## config.mk

```make
export PLATFORM = sky130hd
export DESIGN_NAME = sqrt_arbiter_flat
export DESIGN_NICKNAME = d
export VERILOG_FILES = /design/src/rtl/sqrt_arbiter_if.sv /design/src/rtl/sqrt_arbiter.sv /design/src/flat_wrapper.sv
export SDC_FILE = /design/constraint.sdc
export NUM_CORES = 1
export LEC_CHECK = 0
export BUFFER_PORTS_ARGS = -buffer_cell sky130_fd_sc_hd__buf_2
export CORE_ASPECT_RATIO = 0.6
export CORE_MARGIN = 4
export CORE_UTILIZATION = 44
export CTS_CLUSTER_DIAMETER = 120
export DETAILED_ROUTE_END_ITERATION = 16
export PLACE_DENSITY = 0.85
export SLEW_MARGIN = 20
export SYNTH_ARGS = -nofsm -noshare
export SYNTH_HDL_FRONTEND = slang
export SYNTH_SLANG_ARGS = --single-unit
```

## constraint.sdc

```tcl
create_clock -name clock -period 1.5 [get_ports clock]
set_input_delay 0.3 -clock clock [delete_from_list [all_inputs] [get_ports clock]]
set_output_delay 0.3 -clock clock [all_outputs]
set_load 0.01 [all_outputs]
```

## src/rtl/sqrt_arbiter_if.sv

```systemverilog
// Requester and datapath signals of the shared square-root arbiter.
// The arbiter takes the slave view; the surrounding logic takes the master view.
interface sqrt_arbiter_if #(
  parameter int unsigned WIDTH = 8
);
  logic             req0;
  logic [WIDTH-1:0] radicand0;
  logic             req1;
  logic [WIDTH-1:0] radicand1;
  logic [1:0]       grant;
  logic             done0;
  logic             done1;
  logic [WIDTH-1:0] result;
  logic             timeout;
  logic             busy;
  logic [WIDTH-1:0] sqrt_radicand;
  logic             sqrt_enable;
  logic [WIDTH-1:0] sqrt_root;
  logic             sqrt_valid;

  modport slave (
    input  req0, radicand0, req1, radicand1, sqrt_root, sqrt_valid,
    output grant, done0, done1, result, timeout, busy, sqrt_radicand, sqrt_enable
  );

  modport master (
    output req0, radicand0, req1, radicand1, sqrt_root, sqrt_valid,
    input  grant, done0, done1, result, timeout, busy, sqrt_radicand, sqrt_enable
  );
endinterface

```

## src/rtl/sqrt_arbiter.sv

```systemverilog
// Round-robin sharing of one square-root datapath between two requesters,
// with a start pulse, a bounded wait for valid and a one-cycle done per operation.
module sqrt_arbiter #(
  parameter int unsigned WIDTH   = 8,
  parameter int unsigned TIMEOUT = 255
) (
  input  logic          clock,
  input  logic          reset,
  sqrt_arbiter_if.slave bus
);

  localparam int unsigned CNT_W = 8;
  localparam logic [CNT_W-1:0] CNT_LAST = CNT_W'(TIMEOUT - 1);

  typedef enum logic [1:0] {IDLE, START, WAIT, DONE} state_e;

  state_e           state_q, state_d;
  logic [1:0]       grant_q, grant_d;
  logic             done0_q, done0_d;
  logic             done1_q, done1_d;
  logic [WIDTH-1:0] result_q, result_d;
  logic             timeout_q, timeout_d;
  logic             busy_q, busy_d;
  logic [WIDTH-1:0] rad_q, rad_d;
  logic             en_q, en_d;
  logic [CNT_W-1:0] cnt_q, cnt_d;
  logic             last_q, last_d;
  logic             win;

  // State and output registers
  always_ff @(posedge clock or posedge reset) begin
    if (reset) begin
      state_q   <= IDLE;
      grant_q   <= 2'b00;
      done0_q   <= 1'b0;
      done1_q   <= 1'b0;
      result_q  <= '0;
      timeout_q <= 1'b0;
      busy_q    <= 1'b0;
      rad_q     <= '0;
      en_q      <= 1'b0;
      cnt_q     <= '0;
      last_q    <= 1'b1;
    end else begin
      state_q   <= state_d;
      grant_q   <= grant_d;
      done0_q   <= done0_d;
      done1_q   <= done1_d;
      result_q  <= result_d;
      timeout_q <= timeout_d;
      busy_q    <= busy_d;
      rad_q     <= rad_d;
      en_q      <= en_d;
      cnt_q     <= cnt_d;
      last_q    <= last_d;
    end
  end

  // Next state and next register values
  always_comb begin
    state_d   = state_q;
    grant_d   = grant_q;
    done0_d   = 1'b0;
    done1_d   = 1'b0;
    result_d  = result_q;
    timeout_d = 1'b0;
    rad_d     = rad_q;
    en_d      = 1'b0;
    cnt_d     = cnt_q;
    last_d    = last_q;
    win       = 1'b0;

    unique case (state_q)
      IDLE: begin
        if (bus.req0 || bus.req1) begin
          // With both asking, the one not served last time wins
          win     = (bus.req0 && bus.req1) ? ~last_q : bus.req1;
          grant_d = win ? 2'b10 : 2'b01;
          rad_d   = win ? bus.radicand1 : bus.radicand0;
          last_d  = win;
          en_d    = 1'b1;
          state_d = START;
        end
      end
      START: begin
        cnt_d   = '0;
        state_d = WAIT;
      end
      WAIT: begin
        cnt_d = CNT_W'(cnt_q + 1'b1);
        if (bus.sqrt_valid) begin
          result_d = bus.sqrt_root;
          done0_d  = grant_q[0];
          done1_d  = grant_q[1];
          state_d  = DONE;
        end else if (cnt_q == CNT_LAST) begin
          result_d  = '0;
          timeout_d = 1'b1;
          done0_d   = grant_q[0];
          done1_d   = grant_q[1];
          state_d   = DONE;
        end
      end
      DONE: begin
        grant_d = 2'b00;
        state_d = IDLE;
      end
      default: state_d = IDLE;
    endcase

    busy_d = (state_d != IDLE);
  end

  assign bus.grant         = grant_q;
  assign bus.done0         = done0_q;
  assign bus.done1         = done1_q;
  assign bus.result        = result_q;
  assign bus.timeout       = timeout_q;
  assign bus.busy          = busy_q;
  assign bus.sqrt_radicand = rad_q;
  assign bus.sqrt_enable   = en_q;

endmodule

```

## src/flat_wrapper.sv

```systemverilog
// flat-port wrapper written by rule: the top's interface ports become plain ports
module sqrt_arbiter_flat 
#(
  parameter int unsigned WIDTH   = 8,
  parameter int unsigned TIMEOUT = 255
)
  (clock, reset, bus_req0, bus_radicand0, bus_req1, bus_radicand1, bus_sqrt_root, bus_sqrt_valid, bus_grant, bus_done0, bus_done1, bus_result, bus_timeout, bus_busy, bus_sqrt_radicand, bus_sqrt_enable);
  sqrt_arbiter_if #(.WIDTH(WIDTH)) bus_i ();
  input  logic clock;
  input  logic reset;
  input wire logic [$bits(bus_i.req0)-1:0] bus_req0;
  input wire logic [$bits(bus_i.radicand0)-1:0] bus_radicand0;
  input wire logic [$bits(bus_i.req1)-1:0] bus_req1;
  input wire logic [$bits(bus_i.radicand1)-1:0] bus_radicand1;
  input wire logic [$bits(bus_i.sqrt_root)-1:0] bus_sqrt_root;
  input wire logic [$bits(bus_i.sqrt_valid)-1:0] bus_sqrt_valid;
  output wire logic [$bits(bus_i.grant)-1:0] bus_grant;
  output wire logic [$bits(bus_i.done0)-1:0] bus_done0;
  output wire logic [$bits(bus_i.done1)-1:0] bus_done1;
  output wire logic [$bits(bus_i.result)-1:0] bus_result;
  output wire logic [$bits(bus_i.timeout)-1:0] bus_timeout;
  output wire logic [$bits(bus_i.busy)-1:0] bus_busy;
  output wire logic [$bits(bus_i.sqrt_radicand)-1:0] bus_sqrt_radicand;
  output wire logic [$bits(bus_i.sqrt_enable)-1:0] bus_sqrt_enable;
  assign bus_i.req0 = bus_req0;
  assign bus_i.radicand0 = bus_radicand0;
  assign bus_i.req1 = bus_req1;
  assign bus_i.radicand1 = bus_radicand1;
  assign bus_i.sqrt_root = bus_sqrt_root;
  assign bus_i.sqrt_valid = bus_sqrt_valid;
  assign bus_grant = bus_i.grant;
  assign bus_done0 = bus_i.done0;
  assign bus_done1 = bus_i.done1;
  assign bus_result = bus_i.result;
  assign bus_timeout = bus_i.timeout;
  assign bus_busy = bus_i.busy;
  assign bus_sqrt_radicand = bus_i.sqrt_radicand;
  assign bus_sqrt_enable = bus_i.sqrt_enable;
  sqrt_arbiter #(.WIDTH(WIDTH), .TIMEOUT(TIMEOUT)) u_core (.clock(clock), .reset(reset), .bus(bus_i));
endmodule
```

==> results of run 1 <==
## cells in the final DEF, fill, tap and decap left out, drive strengths merged, types with 2 or more instances in the layout
cell type and count:
nand2 4, a211o 2, inv 10, a221o 7
buf 58, a22o 9, a21boi 3, clkbuf 5
nand4 4, bufinv 2, nand3 4, or3 2
and3 9, nor2 4, ha 5, a21oi 3
nor3 3, o21ai 7, mux2i 2, dfrtp 33
## metal layers
layer / global-route usage / routed length [microns] / up-vias
met5: 0 / 0 / -
met4: 0.07895 / 50 / 0
li1: - / - / 612
met3: 0.05199 / 266 / 7
met2: 0.2532 / 1750 / 52
met1: 0.2176 / 1720 / 620
## final timing paths
check	slack, ns	start	cells after the start	end
min in group clock	0.22	bus_sqrt_root[3]	2	u_core.bus.result[3]$_DFFE_PP0P_
worst min-delay path	0.09	reset	3	u_core.bus.done1$_DFF_PP0_
worst max-delay path	0.08	u_core.state_q[1]$_DFF_PP0_	5	u_core.bus.sqrt_radicand[0]$_DFFE_PP0P_
worst max register to register	0.08	u_core.state_q[1]$_DFF_PP0_	5	u_core.bus.sqrt_radicand[0]$_DFFE_PP0P_
max in group asynchronous	1.08	reset	3	u_core.last_q$_DFFE_PP1P_
worst min register to register	0.50	u_core.bus.result[3]$_DFFE_PP0P_	1	u_core.bus.result[3]$_DFFE_PP0P_
## per-stage QoR
stage,TNS [ns],total power [mW],setup WS (ns),utilization,hold slack [ns]
after CTS,0,4.145,0.01519,0.6032,0.1080
final,0,4.221,0.08157,0.6092,0.08594
after global routing,-0.02253,4.427,-0.02253,0.6092,0.1245
after global placement,0,3.053,0.06700,0.5610,0.4062
after floorplan,-0.1468,2.534,-0.01835,-,0.3698
after detailed placement,-0.002517,3.105,-0.002517,0.5610,0.4221
## worst register-to-register path: cells and delay by family (launching register included)
family	cells	cell delay, ns
buffers and inverters	2	0.30
DFF	1	0.41
AOI/OAI and AO/OA	2	0.46
adders and majority gates	1	0.14
## flip-flops by register name, indices dropped and copies added (netlist names)
signal and cells:
u_core.bus.done0 1, u_core.bus.result 8, u_core.last_q 1, u_core.bus.sqrt_enable 1
u_core.bus.grant 2, u_core.bus.busy 1, u_core.bus.sqrt_radicand 8, u_core.state_q 2
u_core.cnt_q 8, u_core.bus.timeout 1, u_core.bus.done1 1
## cell families after synthesis
logic type,count (synthesis),synth area share
AO/OA/AOI/OAI,40,0.2147
AND/OR/NAND/NOR,35,0.1308
flip-flops,34,0.5496
buffers and inverters,15,0.05164
adder cells (fa/ha/maj),5,0.04036
multiplexers,2,0.01291
## power groups by stage
stage          logic [mW]  clock network (mW)  registers, mW
3_5_place_dp         1.63                   0           1.47
6_report             1.73                1.01           1.47
4_1_cts              1.65                1.03           1.47
2_1_floorplan       0.949                   0           1.59
5_1_grt              1.84                1.07           1.51
3_3_place_gp         1.59                   0           1.46
## repair_timing
item                       in CTS  in global routing
pin swaps                       0                  2
setup endpoints to repair       1                  2
buffers inserted                0                  1
resized for setup               1                  2
## cell type report
class / instances / area [sq um] / share of cell area
clock inverter: 3 / 68.82 / 0.03399
timing repair buffer: 58 / 307.8 / 0.1520
sequential: 34 / 852.1 / 0.4209
multi-input combinational: 82 / 633.1 / 0.3127
clock buffer: 5 / 68.82 / 0.03399
inverter: 10 / 37.54 / 0.01854
tap: 45 / 56.30 / 0.02781
==> qor.yml, run 1 <==
grtUsageTotal: 0.1656
dp_cells: 228
placed_cell_area_sq_um: 1864
layout-drive-gt1-share: 0.3958
stdcell_count: 237
cts_sinks: 34
peakVddDrop_mv: 1.166
rows: 16
synthCells: 131
die_height_microns: 53.98
clk_latency_ns: 0.29
via_count: 1291
worst-path-buf-inv: 2
viasPerCell: 5.447
synth_area_leaders: "dfrtp_1 53%, a22o_1 5.1%, a221o_1 4.5%, ha_1 4.0%, and3_1 3.6%"
die_w_microns: 84.63
dr.pass1.iters: 4
status: "finished, final reports clean"
p_sw_mw: 1.486
critical-path-top-delay-family: "compound AO/OA/AOI/OAI gates"
worstPathCellList: "inv_1, ha_4, o21ai_2, buf_4, a221o_1"
period_needed_ns: 1.418
fin_crit_sh: 0.9456
htreeDepth: 2
worst_path_largest_cell_delay_ns: 0.41
synth_edf_count: 0
setup_viol: 0
syn_nets: 165
hpwl_mm: 2.696
end_kind: "flop"
final_antenna_net_count: 0
wire_per_inst_microns: 15.99
yosys-top-cells-count: "33 x dfrtp_1, 9 x a22o_1, 9 x and3_1, 9 x inv_1, 7 x a221o_1"
hold_viol: 0
fillers: 287
grt-ovfl-total: 0
cts_inserted_buffers: 5
routed_wl_mm: 3.789
ios: 52
p_seq_frac: 0.349
area_growth_pct: 30.59
clock-skew-final_ns: 0.007378
root_buffer: "clkbuf_8"
maxCapViolCount: 0
grt_max_degree: 35
cellPowerDensity_nw_per_um2: 2085
rsz0062_at_grt: "yes"
start_util: 0.4665
hp-class: "primary input to async pin"
die_area_sq_um: 4568
gp_congestion: 0.7892
worst_slew_pin_slew_ns: 0.4120
yosysSeqAreaShare: 0.5496
synth_ff_type: "dfrtp_1"
arrival_ns: 1.60
synth_most_common_cell: "dfrtp_1"
share_comb_of_total_power: 0.411
p_leak_nw: 1.064
fmax_ghz: 0.7050
cts_tree: "built"
drv_slew: 0
synth_area_leader_cell: "dfrtp_1"
grt_pass1_wl_mm: 5.582
drt_iter0_drc: 89
worstSetupPathType: "flop to flop"
design_area_sq_um: 2024
drc: 0
clk_path_buf_depth: 2
n_antenna_cell: 0
clockPowerShare: 0.240
start_kind: "flop"
grt_pass1_vias: 1165
swShare: 0.3520
cell_internal_pwr_mw: 2.735
fin_nets: 225
ys_types: 41
worstPathMaxFanout: 7
numPortBuffers: 51
syn_area_sq_um: 1550
relSlewSlack: 0.7253
avgSynthCellArea_sq_um: 11.83
synth_top_cell_area_share: 0.5327
clk_pin_slew_worst_paths_ns: 0.07
ys_ff_latch: 34
antenna_found_initial: 0
cts_hold_buf: 0
ys_async_sr_fraction: 1.000
core_area_sq_um: 3323
yosysWarnings: 0
crit_slowest_cell: "dfrtp_1"
cp.required_ns: 1.68
No activity file was read; power rests on OpenSTA's default activity.
==> run 2: changes to the inputs <==
Settings changed: RECOVER_POWER from default to 25.
==> run 2 against run 1 <==
Largest power group unchanged; critical path type unchanged; flip-flop and latch count is the same; clock skew is essentially flat; combinational power is essentially flat.
==> qor.yml, run 2 (synthesis gave the netlist of run 1 again) <==
power_mw: 4.223
swShare: 0.3525
placed_cell_area_sq_um: 1864
fillers: 288
relSlewSlack: 0.4609
start_util: 0.4665
rows: 16
area_growth_pct: 30.43
status: "finished, final reports clean"
rr_worst_depth: 5
cell_internal_pwr_mw: 2.734
wire_per_inst_microns: 16.02
worst_path_largest_cell_delay_ns: 0.41
layout-drive-gt1-share: 0.3958
clock-skew-final_ns: 0.007587
viasPerCell: 5.422
die_height_microns: 53.98
drv_slew: 0
n_antenna_cell: 0
grt_pass1_vias: 1165
regToRegStartpoint: "u_core.state_q[1]$_DFF_PP0_"
end_kind: "flop"
worst-path-stages: 5
worstPathCellList: "inv_1, ha_4, o21ai_2, buf_4, a221o_1"
fmax_ghz: 0.7053
grtUsageTotal: 0.1656
worstSetupPathType: "flop to flop"
clockPowerShare: 0.240
peakVddDrop_mv: 1.148
r2r_slack_ns: 0.08
final_antenna_net_count: 0
drc: 0
core_area_sq_um: 3323
arrival_ns: 1.60
maxCapViolCount: 0
ios: 52
clk_latency_ns: 0.29
crit_slowest_cell: "dfrtp_1"
r2r_end: "u_core.bus.sqrt_radicand[0]$_DFFE_PP0P_"
rsz0062_at_grt: "yes"
root_buffer: "clkbuf_8"
wl_met1_mm: 1.727
crit_path_start: "u_core.state_q[1]$_DFF_PP0_"
period_needed_ns: 1.418
grt-ovfl-total: 0
dr.pass1.iters: 4
cts_hold_buf: 0
worst_slew_pin_slew_ns: 0.8086
die_area_sq_um: 4568
grt_max_degree: 35
grt_pass1_wl_mm: 5.582
setup_viol: 0
fin_util: 0.6084
p_seq_frac: 0.349
hold_viol: 0
gp_congestion: 0.7892
cts_tree: "built"
cellPowerDensity_nw_per_um2: 2088
fin_nets: 225
p_sw_mw: 1.489
clk_path_buf_depth: 2
met3_length_microns: 274
dr.max_layer_used: "met4"
cp.required_ns: 1.68
p_leak_nw: 1.064
design_area_sq_um: 2022
via_count: 1285
start_kind: "flop"
cts_sinks: 34
wl_met2_mm: 1.744
critical-path-top-delay-family: "compound AO/OA/AOI/OAI gates"
clk_pin_slew_worst_paths_ns: 0.07
antenna_found_initial: 0
final_common_cell: "buf_2"
hpwl_mm: 2.696
worstPathMaxFanout: 7
worst-path-buf-inv: 2
multiInputGateArea_sq_um: 633.1
htreeDepth: 2
fin_crit_sh: 0.9452
drt_iter0_drc: 89
share_comb_of_total_power: 0.411
routed_wl_mm: 3.796
die_w_microns: 84.63
cts_inserted_buffers: 5
final_cell_mix: "51 x buf_2, 33 x dfrtp_1, 9 x a22o_1, 9 x inv_1, 9 x and3_1"
fin_setup_tns_ns: 0
register_area_sq_um: 852.1
hp-class: "primary input to async pin"
numPortBuffers: 51
run 2: changes by cell type in the layout (fill, tap and decap cells not counted):
cell	change
clkbuf_2	+1
buf_4	-1
run 2: per-layer routing:
layer / vias up / track usage
li1: 612 / -
met1: 616 / 0.2176
met2: 50 / 0.2532
met3: 7 / 0.05199
met4: 0 / 0.07895
met5: - / 0
run 2: final cells by class:
class	instances	share of cell area
Clock buffer	5	0.03403
Clock inverter	3	0.03403
Inverter	10	0.01856
Multi-Input combinational cell	82	0.3131
Sequential cell	34	0.4214
Tap cell	45	0.02785
Timing Repair Buffer	58	0.1510
run 2: how the worst max path moves through the flow:
stage	slack, ns	endpoint
2_1_floorplan	-0.02	u_core.bus.result[0]$_DFFE_PP0P_
3_3_place_gp	0.07	u_core.cnt_q[7]$_DFFE_PP0P_
3_5_place_dp	-0.003	u_core.cnt_q[7]$_DFFE_PP0P_
4_1_cts	0.02	u_core.cnt_q[7]$_DFFE_PP0P_
5_1_grt	-0.02	u_core.cnt_q[7]$_DFFE_PP0P_
6_report	0.08	u_core.bus.sqrt_radicand[0]$_DFFE_PP0P_
run 2: worst reg2reg max path, delay by kind of cell, from the launching register on:
kind            cells  cell delay [ns]
flops               1             0.41
compound gates      2             0.46
fa+ha+maj           1             0.14
buf+inv             2             0.30
run 2: what timing repair did:
item,4_1_cts,5_1_grt
pin swaps,0,2
resized for setup,1,2
endpoints found under the setup margin,1,2
buffers inserted,0,1
run 2: metrics by stage:
step / worst slack [ns] / cells / hold WS, ns
global route: -0.02253 / 237 / 0.2167
floorplan: -0.01835 / 131 / 0.3698
CTS: 0.01519 / 236 / 0.1080
detailed placement: -0.002517 / 228 / 0.4221
finish: 0.08225 / 237 / 0.2277
global placement: 0.06700 / 228 / 0.4062
run 2: power groups by stage:
stage	clock network, mW	logic (mW)	registers [mW]
final	1.01	1.74	1.47
after global routing	1.07	1.84	1.51
after CTS	1.03	1.65	1.47
after detailed placement	0	1.63	1.47
after global placement	0	1.59	1.46
after floorplan	0	0.949	1.59
